$ cat config.mk
export PLATFORM = sky130hd
export DESIGN_NAME = uart_tx_arbiter_flat
export DESIGN_NICKNAME = d
export VERILOG_FILES = /design/src/rtl/uart_tx_arbiter_if.sv /design/src/rtl/uart_tx_arbiter.sv /design/src/flat_wrapper.sv
export SDC_FILE = /design/constraint.sdc
export NUM_CORES = 1
export LEC_CHECK = 0
export CAP_MARGIN = 15
export CORE_ASPECT_RATIO = 0.75
export CORE_MARGIN = 8
export CORE_UTILIZATION = 30
export CTS_BUF_LIST = sky130_fd_sc_hd__clkbuf_8
export CTS_CLUSTER_SIZE = 20
export DETAILED_ROUTE_END_ITERATION = 7
export HOLD_SLACK_MARGIN = 0.05
export PLACE_DENSITY = 0.65
export SLEW_MARGIN = 5
export SYNTH_ARGS = -nofsm -noshare
export SYNTH_HDL_FRONTEND = slang
export SYNTH_SLANG_ARGS = --single-unit
$ cat constraint.sdc
create_clock -name clk -period 1.5 [get_ports clk]
set_input_delay 0.15 -clock clk [delete_from_list [all_inputs] [get_ports clk]]
set_output_delay 0.15 -clock clk [all_outputs]
set_load 0.005 [all_outputs]
$ cat src/rtl/uart_tx_arbiter_if.sv
// Requester/transmitter bus for uart_tx_arbiter.
// Optional timeout_err signal present when UART_ARB_TIMEOUT_EN is defined.
interface uart_tx_arbiter_if #(
  parameter int NUM_REQ = 4,
  parameter int DATA_W  = 8
);
  localparam int ID_W = $clog2(NUM_REQ);

  logic [NUM_REQ-1:0]        req_valid;
  logic [NUM_REQ*DATA_W-1:0] req_data;
  logic [NUM_REQ-1:0]        req_ready;
  logic                      tx_start;
  logic [DATA_W-1:0]         tx_data;
  logic                      tx_busy;
  logic                      tx_done;
  logic [ID_W-1:0]           grant_id;
  logic                      active;
`ifdef UART_ARB_TIMEOUT_EN
  logic                      timeout_err;
`endif

  // Arbiter side
  modport master (
    input  req_valid, req_data, tx_busy, tx_done,
    output req_ready, tx_start, tx_data, grant_id, active
`ifdef UART_ARB_TIMEOUT_EN
    , output timeout_err
`endif
  );

  // Requesters plus transmitter side
  modport slave (
    output req_valid, req_data, tx_busy, tx_done,
    input  req_ready, tx_start, tx_data, grant_id, active
`ifdef UART_ARB_TIMEOUT_EN
    , input timeout_err
`endif
  );
endinterface

$ cat src/rtl/uart_tx_arbiter.sv
// Round-robin scheduler sharing one UART transmitter between NUM_REQ byte
// producers. Grants a requester, latches its byte, pulses tx_start, then
// waits for tx_done (plus HOLDOFF idle cycles) before arbitrating again.
// Optional macro UART_ARB_TIMEOUT_EN adds a WAIT-state watchdog (timeout_err).
module uart_tx_arbiter #(
  parameter int NUM_REQ        = 4,
  parameter int DATA_W         = 8,
  parameter int HOLDOFF        = 0,
  parameter int TIMEOUT_CYCLES = 64
) (
  input logic                clk,
  input logic                reset_n,
  uart_tx_arbiter_if.master  bus
);
  localparam int ID_W = $clog2(NUM_REQ);

  typedef enum logic [2:0] {
    S_IDLE,
    S_GRANT,
    S_START,
    S_WAIT,
    S_GAP
  } state_t;

  state_t            state;
  logic [ID_W-1:0]   last;
  logic [ID_W-1:0]   winner;
  logic [ID_W-1:0]   cand;
  logic              found;
  logic [7:0]        gap_cnt;
  logic [DATA_W-1:0] req_bytes [NUM_REQ];

`ifdef UART_ARB_TIMEOUT_EN
  localparam int TO_W = $clog2(TIMEOUT_CYCLES + 1);
  logic [TO_W-1:0] wait_cnt;
`endif

  // Split the flat request data bus into one byte per requester
  always_comb begin
    for (int unsigned i = 0; i < NUM_REQ; i++) begin
      req_bytes[i] = bus.req_data[i*DATA_W +: DATA_W];
    end
  end

  // Pick the first valid requester after the last served one, wrapping
  always_comb begin
    winner = last;
    found  = 1'b0;
    cand   = '0;
    for (int unsigned i = 1; i <= NUM_REQ; i++) begin
      cand = ID_W'((32'(last) + i) % NUM_REQ);
      if (!found && bus.req_valid[cand]) begin
        winner = cand;
        found  = 1'b1;
      end
    end
  end

  // Scheduler FSM with registered outputs
  always_ff @(posedge clk or negedge reset_n) begin
    if (!reset_n) begin
      state         <= S_IDLE;
      last          <= ID_W'(NUM_REQ - 1);
      gap_cnt       <= '0;
      bus.req_ready <= '0;
      bus.tx_start  <= 1'b0;
      bus.tx_data   <= '0;
      bus.grant_id  <= '0;
      bus.active    <= 1'b0;
`ifdef UART_ARB_TIMEOUT_EN
      wait_cnt        <= '0;
      bus.timeout_err <= 1'b0;
`endif
    end else begin
      bus.req_ready <= '0;
      bus.tx_start  <= 1'b0;
`ifdef UART_ARB_TIMEOUT_EN
      bus.timeout_err <= 1'b0;
`endif
      case (state)
        S_IDLE: begin
          if (|bus.req_valid && !bus.tx_busy) begin
            bus.grant_id  <= winner;
            bus.req_ready <= NUM_REQ'(1) << winner;
            bus.active    <= 1'b1;
            state         <= S_GRANT;
          end
        end
        S_GRANT: begin
          // A requester that withdrew does not advance the pointer
          if (bus.req_valid[bus.grant_id]) begin
            bus.tx_data  <= req_bytes[bus.grant_id];
            last         <= bus.grant_id;
            bus.tx_start <= 1'b1;
            state        <= S_START;
          end else begin
            bus.active <= 1'b0;
            state      <= S_IDLE;
          end
        end
        S_START: begin
`ifdef UART_ARB_TIMEOUT_EN
          wait_cnt <= '0;
`endif
          state <= S_WAIT;
        end
        S_WAIT: begin
          if (bus.tx_done) begin
            if (HOLDOFF > 0) begin
              gap_cnt <= 8'(HOLDOFF);
              state   <= S_GAP;
            end else begin
              bus.active <= 1'b0;
              state      <= S_IDLE;
            end
          end
`ifdef UART_ARB_TIMEOUT_EN
          else if (wait_cnt == TO_W'(TIMEOUT_CYCLES - 1)) begin
            bus.timeout_err <= 1'b1;
            bus.active      <= 1'b0;
            state           <= S_IDLE;
          end else begin
            wait_cnt <= wait_cnt + 1'b1;
          end
`endif
        end
        S_GAP: begin
          gap_cnt <= gap_cnt - 8'd1;
          if (gap_cnt == 8'd1) begin
            bus.active <= 1'b0;
            state      <= S_IDLE;
          end
        end
        default: begin
          bus.active <= 1'b0;
          state      <= S_IDLE;
        end
      endcase
    end
  end
endmodule

$ cat src/flat_wrapper.sv
// flat-port wrapper written by rule: the top's interface ports become plain ports
module uart_tx_arbiter_flat 
#(
  parameter int NUM_REQ        = 4,
  parameter int DATA_W         = 8,
  parameter int HOLDOFF        = 0,
  parameter int TIMEOUT_CYCLES = 64
)
  (clk, reset_n, bus_req_valid, bus_req_data, bus_tx_busy, bus_tx_done, bus_req_ready, bus_tx_start, bus_tx_data, bus_grant_id, bus_active);
  uart_tx_arbiter_if #(.NUM_REQ(NUM_REQ), .DATA_W(DATA_W)) bus_i ();
  input logic clk;
  input logic reset_n;
  input wire logic [$bits(bus_i.req_valid)-1:0] bus_req_valid;
  input wire logic [$bits(bus_i.req_data)-1:0] bus_req_data;
  input wire logic [$bits(bus_i.tx_busy)-1:0] bus_tx_busy;
  input wire logic [$bits(bus_i.tx_done)-1:0] bus_tx_done;
  output wire logic [$bits(bus_i.req_ready)-1:0] bus_req_ready;
  output wire logic [$bits(bus_i.tx_start)-1:0] bus_tx_start;
  output wire logic [$bits(bus_i.tx_data)-1:0] bus_tx_data;
  output wire logic [$bits(bus_i.grant_id)-1:0] bus_grant_id;
  output wire logic [$bits(bus_i.active)-1:0] bus_active;
  assign bus_i.req_valid = bus_req_valid;
  assign bus_i.req_data = bus_req_data;
  assign bus_i.tx_busy = bus_tx_busy;
  assign bus_i.tx_done = bus_tx_done;
  assign bus_req_ready = bus_i.req_ready;
  assign bus_tx_start = bus_i.tx_start;
  assign bus_tx_data = bus_i.tx_data;
  assign bus_grant_id = bus_i.grant_id;
  assign bus_active = bus_i.active;
  uart_tx_arbiter #(.NUM_REQ(NUM_REQ), .DATA_W(DATA_W), .HOLDOFF(HOLDOFF), .TIMEOUT_CYCLES(TIMEOUT_CYCLES)) u_core (.clk(clk), .reset_n(reset_n), .bus(bus_i));
endmodule
==> reports/results.ini <==
[worst_setup_path]
reg2regPathDepth = 4
critPathCapture = u_core.bus.tx_data[5]
arrival_ns = 1.71
r2r-start = u_core.bus.grant_id[0]
cp_max_fo = 5
start_kind = register
rr_endpoint = u_core.bus.tx_data[5]
criticalPathCategory = register to register
required_ns = 1.64
rrSetupSlack_ns = -0.07
startpoint = u_core.bus.grant_id[0]
end_kind = register

[floorplan]
rows = 19
die_y_um = 68.5
io_pins = 56
dieWidth_um = 86.0
core_area_um2 = 3590
die-area_um2 = 5880
initial_utilization_pct = 30.7

[placed_design]
place.gp.congestion = 0.800
portBuffers = 55
hpwl_mm = 2.32
pre_cts_ws_ns = -0.265

[detailed_routing]
drc = 0
wl_per_cell_um = 15.6
wl_mm = 3.07
drt_iter0_markers = 49
firstDrtPassIters = 4
vias_per_cell = 4.64
via_count = 914
ant_nets = 0

[global_route]
grt_pass1_vias = 1054
globalRouteOverflowTotal = 0
grt_first_pass_wirelength_mm = 5.07
grt_antenna_before_repair = 0
grt_max_degree = 21
grtUsageTotal_pct = 10.9

[hold_path]
hold_class = primary input to asynchronous set/reset pin

[clocking]
cts_htree_levels = 1
root_buffer = clkbuf_8
clk_pin_slew_worst_paths_ns = 0.07
ctsHoldBuffers = 0
cts.sinks = 20
clk_latency_ns = 0.26
cts_tree = done
cts_buffer_depth = 2
cts_buffers = 3

[power]
powerDensity_nw_per_um2 = 1740
ir_worst_vdd_mv = 0.793
power.leakage_uw = 0.000818

[cells_and_area]
layout_common_cells = clkdlybuf4s50_1 (53), dfrtp_1 (17), buf_4 (11), mux2_4 (10), mux4_1 (5)
final_common_cell = clkdlybuf4s50_1
synthToLayoutAreaGrowth_pct = 76.0
layout-drive-gt1-share_pct = 31.7
fillerInstances = 293
antenna-diode-count = 0
nets = 186
utilization_pct = 54.0

[logic_synthesis]
syn_area_per_cell_um2 = 14.5
synth_nets = 116
async_reset_ff_share_pct = 100
synth.distinct_cells = 29
yosysSeqAreaShare_pct = 45.7
synthesis.area_um2 = 1100
yosys_warnings = 0
synthesis.instances = 76
ys_seq_elements = 20
synth_edf_count = 0
synthFlopType = dfrtp_1

[timing]
timing.hold.ws_ns = 0.231
drv_slew = 0
hold_violations = 0
rsz0062_at_grt = yes
max_freq_mhz = 637
tightestPinTransition_ns = 0.473
finalCritPeriodShare_pct = 105
fin_crit_ns = 1.57
setup_violations = 12
slew_headroom_pct = 68.2
fin_skew_ns = 0.00160
setup_ws_ns = -0.0705

[run_status]
violations = negative setup slack
outcome = finished, violations left

[run]
drv_cap = 0

[sequential cells by signal, summed over array words and instances (netlist names)]
register,flops
u_core.bus.tx_data,8
u_core.bus.req_ready,4
u_core.bus.grant_id,2
u_core.last,2
u_core.state,2
u_core.bus.active,1
u_core.bus.tx_start,1
[power by group]
| group | internal (uW) | switching, uW | total [uW] | leakage [uW] |
|---|---|---|---|---|
| clock network | 356 | 173 | 529 | 0.0000357 |
| registers | 800 | 225 | 1030 | 0.000244 |
| logic | 1220 | 600 | 1820 | 0.000538 |
| total | 2380 | 998 | 3380 | 0.000818 |
[what timing repair did]
item                       4_1_cts  5_1_grt
cloned                           1        0
setup buffers                    1        2
setup endpoints to repair       16       14
pin swaps                        2        4
gates resized for setup         15        7
[synth_stat cells (2+ instances only)]
| library cell | count | area (um^2) |
|---|---|---|
| dfrtp_1 | 18 | 450 |
| dfstp_2 | 2 | 52.6 |
| inv_1 | 3 | 11.3 |
| mux2_2 | 4 | 45.0 |
| mux2_4 | 7 | 105 |
| mux2i_1 | 2 | 20.0 |
| mux4_1 | 6 | 158 |
| mux4_2 | 2 | 45.0 |
| nand2_1 | 2 | 7.51 |
| nand2b_1 | 3 | 18.8 |
| nor2_1 | 2 | 7.51 |
| nor2b_1 | 2 | 12.5 |
| nor3b_1 | 2 | 15.0 |
| nor4_1 | 2 | 12.5 |
| o21ai_0 | 5 | 25.0 |
[stage by stage]
step / TNS, ns / cells / area (um^2) / power, uW
floorplan: -0.0479 / 76 / 1110 / 1900
global placement: -2.50 / 189 / 1770 / 2600
detailed placement: -3.54 / 189 / 1770 / 2640
CTS: -0.455 / 195 / 1900 / 3340
global route: -1.31 / 197 / 1940 / 3580
finish: -0.561 / 197 / 1940 / 3380
[layout make-up]
cell class                      instances  area [um^2]  share of cell area [%]
Timing Repair Buffer                   67          651                    33.6
Multi-Input combinational cell         51          636                    32.8
Sequential cell                        20          504                    26.0
Tap cell                               52         65.1                    3.36
Clock buffer                            3         41.3                    2.13
Clock inverter                          1         30.0                    1.55
Inverter                                3         11.3                   0.581
[cell families after synthesis]
group                  share of synthesized area [%]
buffers and inverters                           3.18
AO/OA/AOI/OAI                                   6.02
multiplexers                                    33.9
AND/OR/NAND/NOR                                 11.3
flip-flops                                      45.7
[routing by layer]
layer  up-vias  global-route usage [%]  share of wire, %
li1        436                       -                 -
met1       438                    12.3                41
met2        38                    20.2                52
met3         2                    3.36               6.1
met4         0                    2.61              0.91
met5         -                       0                 0
[worst min path at each step]
stage | endpoint | start | slack [ns]
2_1_floorplan | u_core.bus.active | reset_n | -0.15
3_3_place_gp | u_core.bus.active | u_core.bus.active | 0.49
3_5_place_dp | u_core.bus.active | u_core.bus.active | 0.50
4_1_cts | u_core.bus.tx_start | reset_n | 0.23
5_1_grt | u_core.bus.tx_start | reset_n | 0.26
6_report | u_core.bus.tx_start | reset_n | 0.23
[critical path, cell delays in order (launching register included)]
cell,delay [ns]
dfrtp_2,0.46
mux2i_2,0.31
nor3_4,0.07
or2_4,0.31
mux2_4,0.31
Note: power is estimated with default switching activity, not from simulation.
